`src/rtl/load_store_unit.sv`:
```
// load_store_unit
//   Memory-stage load/store unit. Takes the ALU result as the effective byte
//   address and RD2 as store data. It runs one sized little-endian access on a
//   req/ack data bus and stalls the core until that access completes. Loads are
//   returned sign- or zero-extended. Misaligned and illegal accesses are rejected
//   without any bus traffic. A bounded wait counter turns a hung bus into an error.
//
//   Ports
//     clk, rst_n            clock, asynchronous active-low reset
//     MemReq, MemWrite      access request (sampled in IDLE) and store select
//     Funct3                000 B, 001 H, 010 W, 100 BU, 101 HU (others illegal)
//     ALUResult, WriteData  effective address, store data
//     Stall, Done           pipeline hold, one-cycle completion pulse
//     ReadData              extended load result, held until the next load
//     Fault, BusError       one-cycle pulses: rejected access, bus timeout
//     bus_*                 data-memory request/response bus
module load_store_unit #(
  parameter int unsigned MAX_WAIT = 255
) (
  input  logic        clk,
  input  logic        rst_n,
  input  logic        MemReq,
  input  logic        MemWrite,
  input  logic [2:0]  Funct3,
  input  logic [31:0] ALUResult,
  input  logic [31:0] WriteData,
  output logic        Stall,
  output logic        Done,
  output logic [31:0] ReadData,
  output logic        Fault,
  output logic        BusError,
  output logic        bus_req,
  output logic        bus_we,
  output logic [31:0] bus_addr,
  output logic [31:0] bus_wdata,
  output logic [3:0]  bus_wstrb,
  input  logic        bus_ack,
  input  logic [31:0] bus_rdata
);

  localparam logic [1:0] IDLE = 2'd0;
  localparam logic [1:0] REQ  = 2'd1;
  localparam logic [1:0] RESP = 2'd2;
  localparam logic [1:0] ERR  = 2'd3;

  localparam int unsigned     CW   = (MAX_WAIT < 2) ? 1 : $clog2(MAX_WAIT + 1);
  localparam logic [CW-1:0]   LAST = CW'(MAX_WAIT - 1);

  logic [1:0]    state;
  logic [CW-1:0] wait_cnt;
  logic          timeout_q;
  logic [2:0]    f3_q;
  logic [1:0]    off_q;
  logic          we_q;
  logic [31:0]   addr_q;
  logic [31:0]   wdata_q;
  logic [3:0]    wstrb_q;
  logic [31:0]   readdata_q;

  logic          illegal;
  logic          misaligned;
  logic [3:0]    strb_n;
  logic [31:0]   wdata_n;
  logic [7:0]    lane_b;
  logic [15:0]   lane_h;
  logic [31:0]   load_ext;

  // Request decode: legality, alignment and store lane placement.
  always_comb begin
    illegal    = (Funct3 == 3'b011) || (Funct3[2:1] == 2'b11);
    misaligned = ((Funct3[1:0] == 2'b01) && ALUResult[0]) ||
                 ((Funct3 == 3'b010) && (ALUResult[1:0] != 2'b00));
    strb_n  = 4'b1111;
    wdata_n = WriteData;
    case (Funct3[1:0])
      2'b00: begin
        strb_n  = 4'b0001 << ALUResult[1:0];
        wdata_n = {4{WriteData[7:0]}};
      end
      2'b01: begin
        strb_n  = 4'b0011 << ALUResult[1:0];
        wdata_n = {2{WriteData[15:0]}};
      end
      default: ;
    endcase
    if (!MemWrite) strb_n = '0;
  end

  // Load lane extraction from the word on the bus.
  always_comb begin
    lane_b = bus_rdata[7:0];
    case (off_q)
      2'd1:    lane_b = bus_rdata[15:8];
      2'd2:    lane_b = bus_rdata[23:16];
      2'd3:    lane_b = bus_rdata[31:24];
      default: lane_b = bus_rdata[7:0];
    endcase
    lane_h = off_q[1] ? bus_rdata[31:16] : bus_rdata[15:0];
    case (f3_q)
      3'b000:  load_ext = {{24{lane_b[7]}}, lane_b};
      3'b100:  load_ext = {24'h0, lane_b};
      3'b001:  load_ext = {{16{lane_h[15]}}, lane_h};
      3'b101:  load_ext = {16'h0, lane_h};
      default: load_ext = bus_rdata;
    endcase
  end

  always_ff @(posedge clk or negedge rst_n) begin
    if (!rst_n) begin
      state      <= IDLE;
      wait_cnt   <= '0;
      timeout_q  <= 1'b0;
      f3_q       <= '0;
      off_q      <= '0;
      we_q       <= 1'b0;
      addr_q     <= '0;
      wdata_q    <= '0;
      wstrb_q    <= '0;
      readdata_q <= '0;
    end else begin
      case (state)
        IDLE: begin
          if (MemReq) begin
            timeout_q <= 1'b0;
            if (illegal || misaligned) begin
              state <= ERR;
            end else begin
              state    <= REQ;
              wait_cnt <= '0;
              f3_q     <= Funct3;
              off_q    <= ALUResult[1:0];
              we_q     <= MemWrite;
              addr_q   <= {ALUResult[31:2], 2'b00};
              wdata_q  <= wdata_n;
              wstrb_q  <= strb_n;
            end
          end
        end
        REQ: begin
          if (bus_ack) begin
            // The load result is registered on the ack edge so that it is
            // already visible in the RESP cycle alongside Done.
            if (!we_q) readdata_q <= load_ext;
            state <= RESP;
          end else if (wait_cnt == LAST) begin
            timeout_q <= 1'b1;
            state     <= ERR;
          end else begin
            wait_cnt <= wait_cnt + 1'b1;
          end
        end
        default: state <= IDLE;
      endcase
    end
  end

  assign Stall     = ((state == IDLE) && MemReq) || (state == REQ);
  assign Done      = (state == RESP) || (state == ERR);
  assign Fault     = (state == ERR) && !timeout_q;
  assign BusError  = (state == ERR) && timeout_q;
  assign ReadData  = readdata_q;
  assign bus_req   = (state == REQ);
  assign bus_we    = we_q;
  assign bus_addr  = addr_q;
  assign bus_wdata = wdata_q;
  assign bus_wstrb = wstrb_q;

endmodule

```
`config.mk`:
```
export PLATFORM = sky130hd
export DESIGN_NAME = load_store_unit
export DESIGN_NICKNAME = d
export VERILOG_FILES = /design/src/rtl/load_store_unit.sv
export SDC_FILE = /design/constraint.sdc
export NUM_CORES = 1
export LEC_CHECK = 0
export ABC_CLOCK_PERIOD_IN_PS = 2700
export CORE_MARGIN = 1
export CORE_UTILIZATION = 47
export DETAILED_ROUTE_END_ITERATION = 8
export PLACE_DENSITY = 0.95
export SLEW_MARGIN = 10
export SYNTH_ARGS = -nofsm -noshare
export SYNTH_HDL_FRONTEND = slang
export SYNTH_SLANG_ARGS = --single-unit
```
`constraint.sdc`:
```
create_clock -name clk -period 2.7 [get_ports clk]
set_clock_uncertainty 0.15 [all_clocks]
set_input_delay 0.54 -clock clk [delete_from_list [all_inputs] [get_ports clk]]
set_output_delay 0.54 -clock clk [all_outputs]
set_load 0.02 [all_outputs]
```
==> key figures, run 1 <==
Cells and area
  – Commonest non-fill, non-tap cell in the layout: clkdlybuf4s50_1
  – Layout Utilization: 75.9%
  – Share of cells above drive strength 1: 15.5%
  – Layout area overhead: 54.7%
  – Most frequent cells in the layout: clkdlybuf4s50_1 (206), dfrtp_1 (115), nand2_1 (66)
  – Final std cell area, no fill: 0.00834 mm2
  – Nets: 830
  – Antenna diode count: 0
  – Non-filler instance count after layout: 877

Power and ir drop
  – Sw Pwr: 3.64 mW
  – Sequential group share of total power: 30.9%
  – Maximum VDD drop: 651 uV
  – Clock power frac: 23.9%
  – Pwr Density: 1200 mW/mm2
  – Logic pwr share: 45.2%
  – Internal power: 6.38 mW
  – PnR Total Power: 10.0 mW
  – Sw frac: 36.3%
  – Leak: 3.53 nW

Setup path
  – Critical path class: reg -> out
  – Crit path DAT: 1.88 ns
  – R2R setup slack: 0.63 ns
  – Crit path capture: bus_req
  – Worst Path Max Fanout: 13
  – Critical-path cell list: nand2b_1, inv_1, clkdlybuf4s50_1
  – FF-to-FF path depth: 6
  – Crit end category: output port
  – Slowest Stage Delay on Critical Path: 0.61 ns
  – Worst Setup SP: state[1]
  – CP max-delay cell: clkdlybuf4s50_1
  – Crit. path cell count: 3
  – Required time of the critical path: 2.01 ns
  – Critical path launch point type: flip-flop
  – R2R Path End: wait_cnt[5]
  – Crit-path leading delay family: buffers and inverters
  – CP bufs+invs: 2
  – Reg2reg start: wait_cnt[0]

Routing
  – First drt pass iteration count: 4
  – Routed len/inst: 17.9 um
  – Initial DRC Count: 334
  – DRT antenna net count: 0
  – DR vias: 4,771
  – Vias per cell: 5.44
  – Post-Route WL: 15,700 um
  – DRC Markers: 0

Timing
  – Max frequency: 389 MHz
  – Tmin final: 2.57 ns
  – Final setup TNS: 0 ns
  – Slew margin rel.: 40.4%
  – Final hold viol count: 0
  – Final WS setup: 0.132 ns
  – Unrepaired setup endpoints after global routing: false
  – Max-slew violations: 0
  – Slew @ Worst Pin: 0.887 ns
  – Final setup fails: 0
  – Period utilization: 95.1%
  – Fin Hold WS: 0.329 ns

Synthesis
  – Post-Syn Instances: 510
  – Flops & latches, synth: 115
  – Cell area after synthesis: 0.00539 mm2
  – Dominant synthesized flop cell: dfrtp_1
  – Mean post-synth cell area: 10.6 um2
  – Post-synth cell types: 43
  – Post-synthesis sequential area ratio: 53.4%
  – Asr flop ratio synth: 100%
  – Synth warnings: 0
  – EDFF count, synth: 0
  – Cell taking the most area after synthesis: dfrtp_1
  – Share of Yosys cell area claimed by the top area cell type: 53.4%
  – Top post-synthesis cells by area: dfrtp_1 (53%), mux2_2 (11%), mux2i_1 (6.7%)

Clocking
  – Clk buf depth: 2
  – Worst skew pair latency: 0.41 ns
  – TritonCTS clock tree: built
  – Clock-pin slew on the worst setup and hold paths: 0.05 ns
  – Clock Tree Root: clkbuf_16
  – Htree depth: 4
  – Resized Gates After CTS: 0
  – Num CTS Buffers: 17
  – Clk sinks: 115

Floorplan
  – Initial core utilization: 49.1%
  – IO Count: 210
  – Full die area: 0.0119 mm2
  – Die Span Y: 109 um
  – # rows: 38
  – Die Wd: 109 um
  – CORE AREA: 0.0110 mm2

Flow run
  – Max-cap violations: 0

Global route
  – Largest net degree at the start of global routing: 50
  – Number of global-route vias before repair: 4,896
  – Grt total ovfl: 0
  – First-pass GRT wire length: 24,500 um
  – Initial antenna violation count: 0
  – Total track usage: 27.3%

Hold path
  – Min-Delay Path Depth: 2
  – Worst min path class: reg -> reg

Placement
  – Cells after DPL: 844
  – DP Worst Slack: 0.0518 ns
  – Final GP Congestion: 0.845
  – Post-DP HPWL: 11,400 um
  – DP Area: 0.00769 mm2
  – IO buf count: 207

Run status
  – Status: complete, no violations
## cell usage after synthesis (all sizes together), types with 8 or more instances
| master | n |
|---|---|
| buf | 18 |
| or3 | 8 |
| nand2 | 66 |
| inv | 9 |
| mux2i | 36 |
| dfrtp | 115 |
| nand2b | 11 |
| o21ai | 51 |
| clkbuf | 16 |
| nor2 | 37 |
| a21oi | 41 |
| mux2 | 54 |
## worst min-delay path by stage
stage,start,endpoint,slack [ns]
after detailed placement,bus_wdata[28],bus_wdata[28],0.32
after CTS,bus_wdata[30],bus_wdata[30],0.33
after global routing,bus_addr[3],bus_addr[3],0.36
after global placement,bus_wdata[19],bus_wdata[19],0.31
after floorplan,rst_n,ReadData[0],0.09
final,bus_wdata[30],bus_wdata[30],0.33
## power by group through the flow
stage,Sequential [mW],Clock [mW],Combinational (mW)
2_1_floorplan,3.89,0,1.48
3_3_place_gp,3.05,0,4.38
3_5_place_dp,3.11,0,4.52
4_1_cts,3.10,2.41,4.56
5_1_grt,3.20,2.50,4.84
6_report,3.10,2.39,4.53
## cell type report
| cell class | count | area (um2) |
|---|---|---|
| inverter | 9 | 33.8 |
| sequential | 115 | 2880 |
| clock inverter | 13 | 183 |
| clock buffer | 19 | 453 |
| multi-input combinational | 353 | 2340 |
| tap | 140 | 175 |
| timing repair buffer | 228 | 2280 |
| fill | 721 | 2650 |
## flip-flops by register name, indices dropped and copies added, names as in the netlist
name and cells:
bus_wdata 32, bus_addr 30, f3_q 3, bus_we 1, timeout_q 1, off_q 2
wait_cnt 8, state 2, ReadData 32, bus_wstrb 4
## per-layer routing
metal | up-vias | wire length [um] | global-route usage (%) | share of wire, %
met2 | 214 | 8000 | 46.8 | 51
met3 | 35 | 1280 | 8.49 | 8.1
li1 | 2202 | - | - | -
met4 | 0 | 492 | 12.7 | 3.1
met5 | - | 0 | 0 | 0
met1 | 2320 | 5950 | 31.1 | 38
## cell families after synthesis
logic type / count (synthesis) / synth area share [%]
other cells: 1 / 0.0696
fa+ha+maj: 2 / 0.464
buf+inv: 43 / 3.76
mux: 91 / 18.4
compound gates: 107 / 10.8
simple gates: 151 / 13.1
flops: 115 / 53.4
## what timing repair did
action | in CTS | in global routing
hold buffers | 1 | 0
hold endpoints to repair | 16 | 0
buffers inserted | 0 | 0
## worst reg2reg max path, stage by stage (launching register included)
cell and delay (ns):
dfrtp_1 0.43, inv_1 0.09, ha_1 0.15, nand3_1 0.09, nor3_1 0.70, nor4_1 0.16, mux2i_1 0.16
(Power assumes the default switching activity.)
==> inputs of run 2 (changes only) <==
- CELL_PAD_IN_SITES_DETAIL_PLACEMENT: not set -> 1
- CELL_PAD_IN_SITES_GLOBAL_PLACEMENT: not set -> 2
- CORE_UTILIZATION: 47 -> 28
- SKIP_LAST_GASP: not set -> 1
==> key figures, run 2 (synthesized netlist as in run 1, its figures left out) <==
Timing
  – Max frequency: 393 MHz (was 389 MHz)
  – Fin Hold WS: 0.324 ns (was 0.329 ns)
  – Max-slew violations: 0 (unchanged)
  – Final WS setup: 0.155 ns (was 0.132 ns)
  – Final setup fails: 0 (unchanged)
  – Slew margin rel.: 60.4% (was 40.4%)
  – Period utilization: 94.3% (was 95.1%)
  – Final setup TNS: 0 ns (unchanged)
  – Slew @ Worst Pin: 0.591 ns (was 0.887 ns)
  – Final hold viol count: 0 (unchanged)
  – Unrepaired setup endpoints after global routing: false (unchanged)
  – Tmin final: 2.55 ns (was 2.57 ns)

Cells and area
  – Filler cells: 2,086 (was 721)
  – Nets: 832 (was 830)
  – Commonest non-fill, non-tap cell in the layout: clkdlybuf4s50_1 (unchanged)
  – Most frequent cells in the layout: clkdlybuf4s50_1 (206), dfrtp_1 (115), nand2_1 (66) (unchanged)
  – Share of cells above drive strength 1: 15.6% (was 15.5%)
  – Multi-input gate area: 0.00234 mm2 (unchanged)
  – Layout Utilization: 44.8% (was 75.9%)
  – Final std cell area, no fill: 0.00840 mm2 (was 0.00834 mm2)
  – Antenna diode count: 0 (unchanged)
  – Register area: 0.00288 mm2 (unchanged)
  – Layout area overhead: 55.8% (was 54.7%)

Placement
  – Final GP Congestion: 0.773 (was 0.845)
  – Post-DP HPWL: 12,300 um (was 11,400 um)
  – IO buf count: 207 (unchanged)
  – DP Area: 0.00781 mm2 (was 0.00769 mm2)
  – DP Worst Slack: -0.00164 ns (was 0.0518 ns)

Floorplan
  – CORE AREA: 0.0188 mm2 (was 0.0110 mm2)
  – Die Wd: 141 um (was 109 um)
  – Initial core utilization: 28.7% (was 49.1%)
  – Die Span Y: 141 um (was 109 um)
  – # rows: 50 (was 38)
  – IO Count: 210 (unchanged)
  – Full die area: 0.0198 mm2 (was 0.0119 mm2)

Clocking
  – Worst skew pair latency: 0.40 ns (was 0.41 ns)
  – Htree depth: 4 (unchanged)
  – Clock Tree Root: clkbuf_16 (unchanged)
  – Clock-pin slew on the worst setup and hold paths: 0.06 ns (was 0.05 ns)
  – Clk sinks: 115 (unchanged)
  – Clk buf depth: 2 (unchanged)
  – Resized Gates After CTS: 0 (unchanged)
  – Post-CTS Setup Bufs: 0 (unchanged)
  – # hold bufs at CTS: 1 (unchanged)
  – TritonCTS clock tree: built (unchanged)
  – Num CTS Buffers: 17 (unchanged)

Global route
  – Initial antenna violation count: 0 (unchanged)
  – Grt total ovfl: 0 (unchanged)
  – Number of global-route vias before repair: 4,935 (was 4,896)
  – Largest net degree at the start of global routing: 89 (was 50)
  – First-pass GRT wire length: 26,700 um (was 24,500 um)
  – Total track usage: 17.4% (was 27.3%)

Routing
  – Vias per cell: 4.79 (was 5.44)
  – First drt pass iteration count: 4 (unchanged)
  – Post-Route WL: 16,800 um (was 15,700 um)
  – DR vias: 4,664 (was 4,771)
  – DRC Markers: 0 (unchanged)
  – Initial DRC Count: 215 (was 334)
  – DRT antenna net count: 0 (unchanged)
  – Routed len/inst: 17.3 um (was 17.9 um)

Setup path
  – Critical path launch point type: flip-flop (unchanged)
  – Required time of the critical path: 2.01 ns (about the same)
  – Crit end category: output port (unchanged)
  – Critical path class: reg -> out (unchanged)
  – Worst Path Max Fanout: 13 (unchanged)
  – Crit path DAT: 1.86 ns (was 1.88 ns)

Power and ir drop
  – Maximum VDD drop: 479 uV (was 651 uV)
  – Pwr Density: 1170 mW/mm2 (was 1200 mW/mm2)
  – Leak: 3.52 nW (was 3.53 nW)

Flow run
  – Max-cap violations: 0 (unchanged)

Run status
  – Status: complete, no violations (unchanged)

Hold path
  – Worst min path class: reg -> reg (unchanged)
-- run 2: critical path, cell delays in order, from the launching register on --
cell and delay [ns]:
dfrtp_1 0.53, nand2b_1 0.25, inv_1 0.08, clkdlybuf4s50_1 0.60
-- run 2: power breakdown --
group          internal [mW]  switching (mW)
registers               2.54           0.507
clock network           1.38           0.848
logic                   2.26            2.31
-- run 2: worst paths after layout --
path | to | from | slack [ns] | cells after the start
max in group asynchronous | bus_addr[10] | rst_n | 1.19 | 3
worst min-delay path | bus_wdata[23] | bus_wdata[23] | 0.32 | 2
worst max register to register | bus_addr[9] | state[0] | 0.70 | 5
worst max-delay path | bus_req | state[1] | 0.15 | 3
min in group asynchronous | ReadData[30] | rst_n | 0.42 | 2
worst min register to register | bus_wdata[23] | bus_wdata[23] | 0.32 | 2
-- run 2: layout make-up --
type | instances | area share [%]
clock inverter | 13 | 1.61
tap | 234 | 3.49
timing repair buffer | 230 | 27.2
sequential | 115 | 34.3
inverter | 9 | 0.402
clock buffer | 19 | 5.27
multi-input combinational | 353 | 27.8
-- run 2: routing by layer --
layer | vias up | track usage, % | wire [um]
met5 | - | 0 | 0
met4 | 0 | 6.98 | 351
met2 | 158 | 28.4 | 8070
met3 | 23 | 6.56 | 1380
met1 | 2282 | 20.8 | 7030
li1 | 2201 | - | -
-- run 2: per-stage QoR --
step / power, mW / instances
after global routing: 10.4 / 973
after CTS: 9.98 / 973
final: 9.84 / 973
after floorplan: 5.37 / 511
after global placement: 7.56 / 940
after detailed placement: 7.70 / 940
==> inputs of run 3 (changes only) <==
- MAX_ROUTING_LAYER: not set -> met4
==> key figures, run 3 (synthesized netlist as in run 1, its figures left out) <==
Timing
  – Final setup fails: 0 (unchanged)
  – Unrepaired setup endpoints after global routing: false (unchanged)
  – Max-slew violations: 0 (unchanged)
  – Final hold viol count: 0 (unchanged)
  – Period utilization: 94.4% (was 94.3%)
  – Max frequency: 392 MHz (was 393 MHz)
  – Tmin final: 2.55 ns (about the same)
  – Fin Hold WS: 0.324 ns (about the same)
  – Slew margin rel.: 60.9% (was 60.4%)
  – Slew @ Worst Pin: 0.583 ns (was 0.591 ns)
  – Final setup TNS: 0 ns (unchanged)

Floorplan
  – Initial core utilization: 28.7% (unchanged)
  – Die Wd: 141 um (unchanged)
  – # rows: 50 (unchanged)
  – Die Span Y: 141 um (unchanged)
  – CORE AREA: 0.0188 mm2 (unchanged)
  – IO Count: 210 (unchanged)
  – Full die area: 0.0198 mm2 (unchanged)

Setup path
  – R2R Path End: bus_addr[9] (unchanged)
  – Crit path capture: bus_req (unchanged)
  – Slowest Stage Delay on Critical Path: 0.60 ns (about the same)
  – Reg2reg start: state[0] (unchanged)
  – Critical-path cell list: nand2b_1, inv_1, clkdlybuf4s50_1 (unchanged)
  – Worst Setup SP: state[1] (unchanged)
  – FF-to-FF path depth: 5 (unchanged)
  – Required time of the critical path: 2.01 ns (about the same)
  – Crit end category: output port (unchanged)
  – CP max-delay cell: clkdlybuf4s50_1 (unchanged)
  – Crit path DAT: 1.86 ns (about the same)
  – R2R setup slack: 0.69 ns (was 0.70 ns)
  – Critical path class: reg -> out (unchanged)
  – Worst Path Max Fanout: 13 (unchanged)
  – Critical path launch point type: flip-flop (unchanged)

Routing
  – DR vias: 4,655 (was 4,664)
  – Initial DRC Count: 233 (was 215)
  – Vias per cell: 4.78 (was 4.79)
  – First drt pass iteration count: 4 (unchanged)
  – DRC Markers: 0 (unchanged)
  – DRT antenna net count: 0 (unchanged)
  – Post-Route WL: 16,800 um (about the same)
  – Routed len/inst: 17.2 um (was 17.3 um)

Cells and area
  – Nets: 832 (unchanged)
  – Most frequent cells in the layout: clkdlybuf4s50_1 (206), dfrtp_1 (115), nand2_1 (66) (unchanged)
  – Commonest non-fill, non-tap cell in the layout: clkdlybuf4s50_1 (unchanged)
  – Layout area overhead: 55.9% (was 55.8%)
  – Final std cell area, no fill: 0.00840 mm2 (about the same)
  – Share of cells above drive strength 1: 15.6% (unchanged)
  – Filler cells: 2,085 (was 2,086)

Global route
  – Total track usage: 17.9% (was 17.4%)
  – Grt total ovfl: 0 (unchanged)
  – Largest net degree at the start of global routing: 89 (unchanged)
  – Number of global-route vias before repair: 4,951 (was 4,935)
  – First-pass GRT wire length: 26,600 um (was 26,700 um)
  – Initial antenna violation count: 0 (unchanged)

Power and ir drop
  – Pwr Density: 1170 mW/mm2 (about the same)
  – Maximum VDD drop: 479 uV (about the same)
  – Leak: 3.52 nW (unchanged)

Clocking
  – # hold bufs at CTS: 1 (unchanged)
  – Clk buf depth: 2 (unchanged)
  – Clk sinks: 115 (unchanged)
  – Post-CTS Setup Bufs: 0 (unchanged)
  – Worst skew pair latency: 0.41 ns (was 0.40 ns)
  – Clock Tree Root: clkbuf_16 (unchanged)
  – Num CTS Buffers: 17 (unchanged)
  – Clock-pin slew on the worst setup and hold paths: 0.06 ns (about the same)
  – TritonCTS clock tree: built (unchanged)
  – Resized Gates After CTS: 0 (unchanged)
  – Htree depth: 4 (unchanged)

Placement
  – Final GP Congestion: 0.783 (was 0.773)
  – Post-DP HPWL: 12,300 um (unchanged)
  – IO buf count: 207 (unchanged)
  – DP Area: 0.00781 mm2 (unchanged)

Flow run
  – Max-cap violations: 0 (unchanged)

Hold path
  – HP Start: bus_wdata[23] (unchanged)
  – Min-Delay Path Depth: 2 (unchanged)
  – Worst min path class: reg -> reg (unchanged)

Run status
  – Status: complete, no violations (unchanged)
run 3: cell count changes in the layout (fill, tap and decap cells not counted), sizes merged:
cell | previous run | this run
diode | 0 | 1
run 3: per-stage QoR:
step | setup slack (ns) | util (%) | power (mW) | instances
2_1_floorplan | 0.707 | - | 5.37 | 511
3_3_place_gp | 0.113 | 41.6 | 7.56 | 940
3_5_place_dp | -0.00164 | 41.6 | 7.70 | 940
4_1_cts | 0.122 | 44.8 | 9.98 | 973
5_1_grt | 0.0596 | 44.8 | 10.4 | 973
6_report | 0.151 | 44.8 | 9.84 | 974
run 3: report_power, final:
part / internal (mW) / switching [mW]
Combinational: 2.26 / 2.31
Sequential: 2.54 / 0.508
Clock: 1.38 / 0.845
Total: 6.17 / 3.66
run 3: layout make-up:
cell class                      count  area, um2  share of cell area [%]
Inverter                            9       33.8                   0.402
Multi-Input combinational cell    353       2340                    27.8
Sequential cell                   115       2880                    34.2
Clock inverter                     13        135                    1.61
Timing Repair Buffer              230       2280                    27.2
Clock buffer                       19        443                    5.27
Tap cell                          234        293                    3.48
Antenna cell                        1       2.50                  0.0298
run 3: layer usage:
| layer | routed length, um | part of all wire, % | global-route usage, % |
|---|---|---|---|
| met4 | 363 | 2.2 | 6.98 |
| met5 | 0 | 0 | - |
| met1 | 7030 | 42 | 21.1 |
| met2 | 8140 | 48 | 28.6 |
| met3 | 1250 | 7.5 | 5.64 |
run 3: worst min-delay path by stage:
stage,endpoint
final,bus_wdata[23]
after global routing,bus_wdata[23]
after CTS,bus_wdata[26]
after detailed placement,ReadData[25]
after global placement,ReadData[25]
after floorplan,ReadData[0]
run 3: worst max-delay path, delay by kind of cell, from the launching register on:
family                 cells  cell delay, ns
flip-flops                 1            0.53
AND/OR/NAND/NOR            1            0.25
buffers and inverters      2            0.68
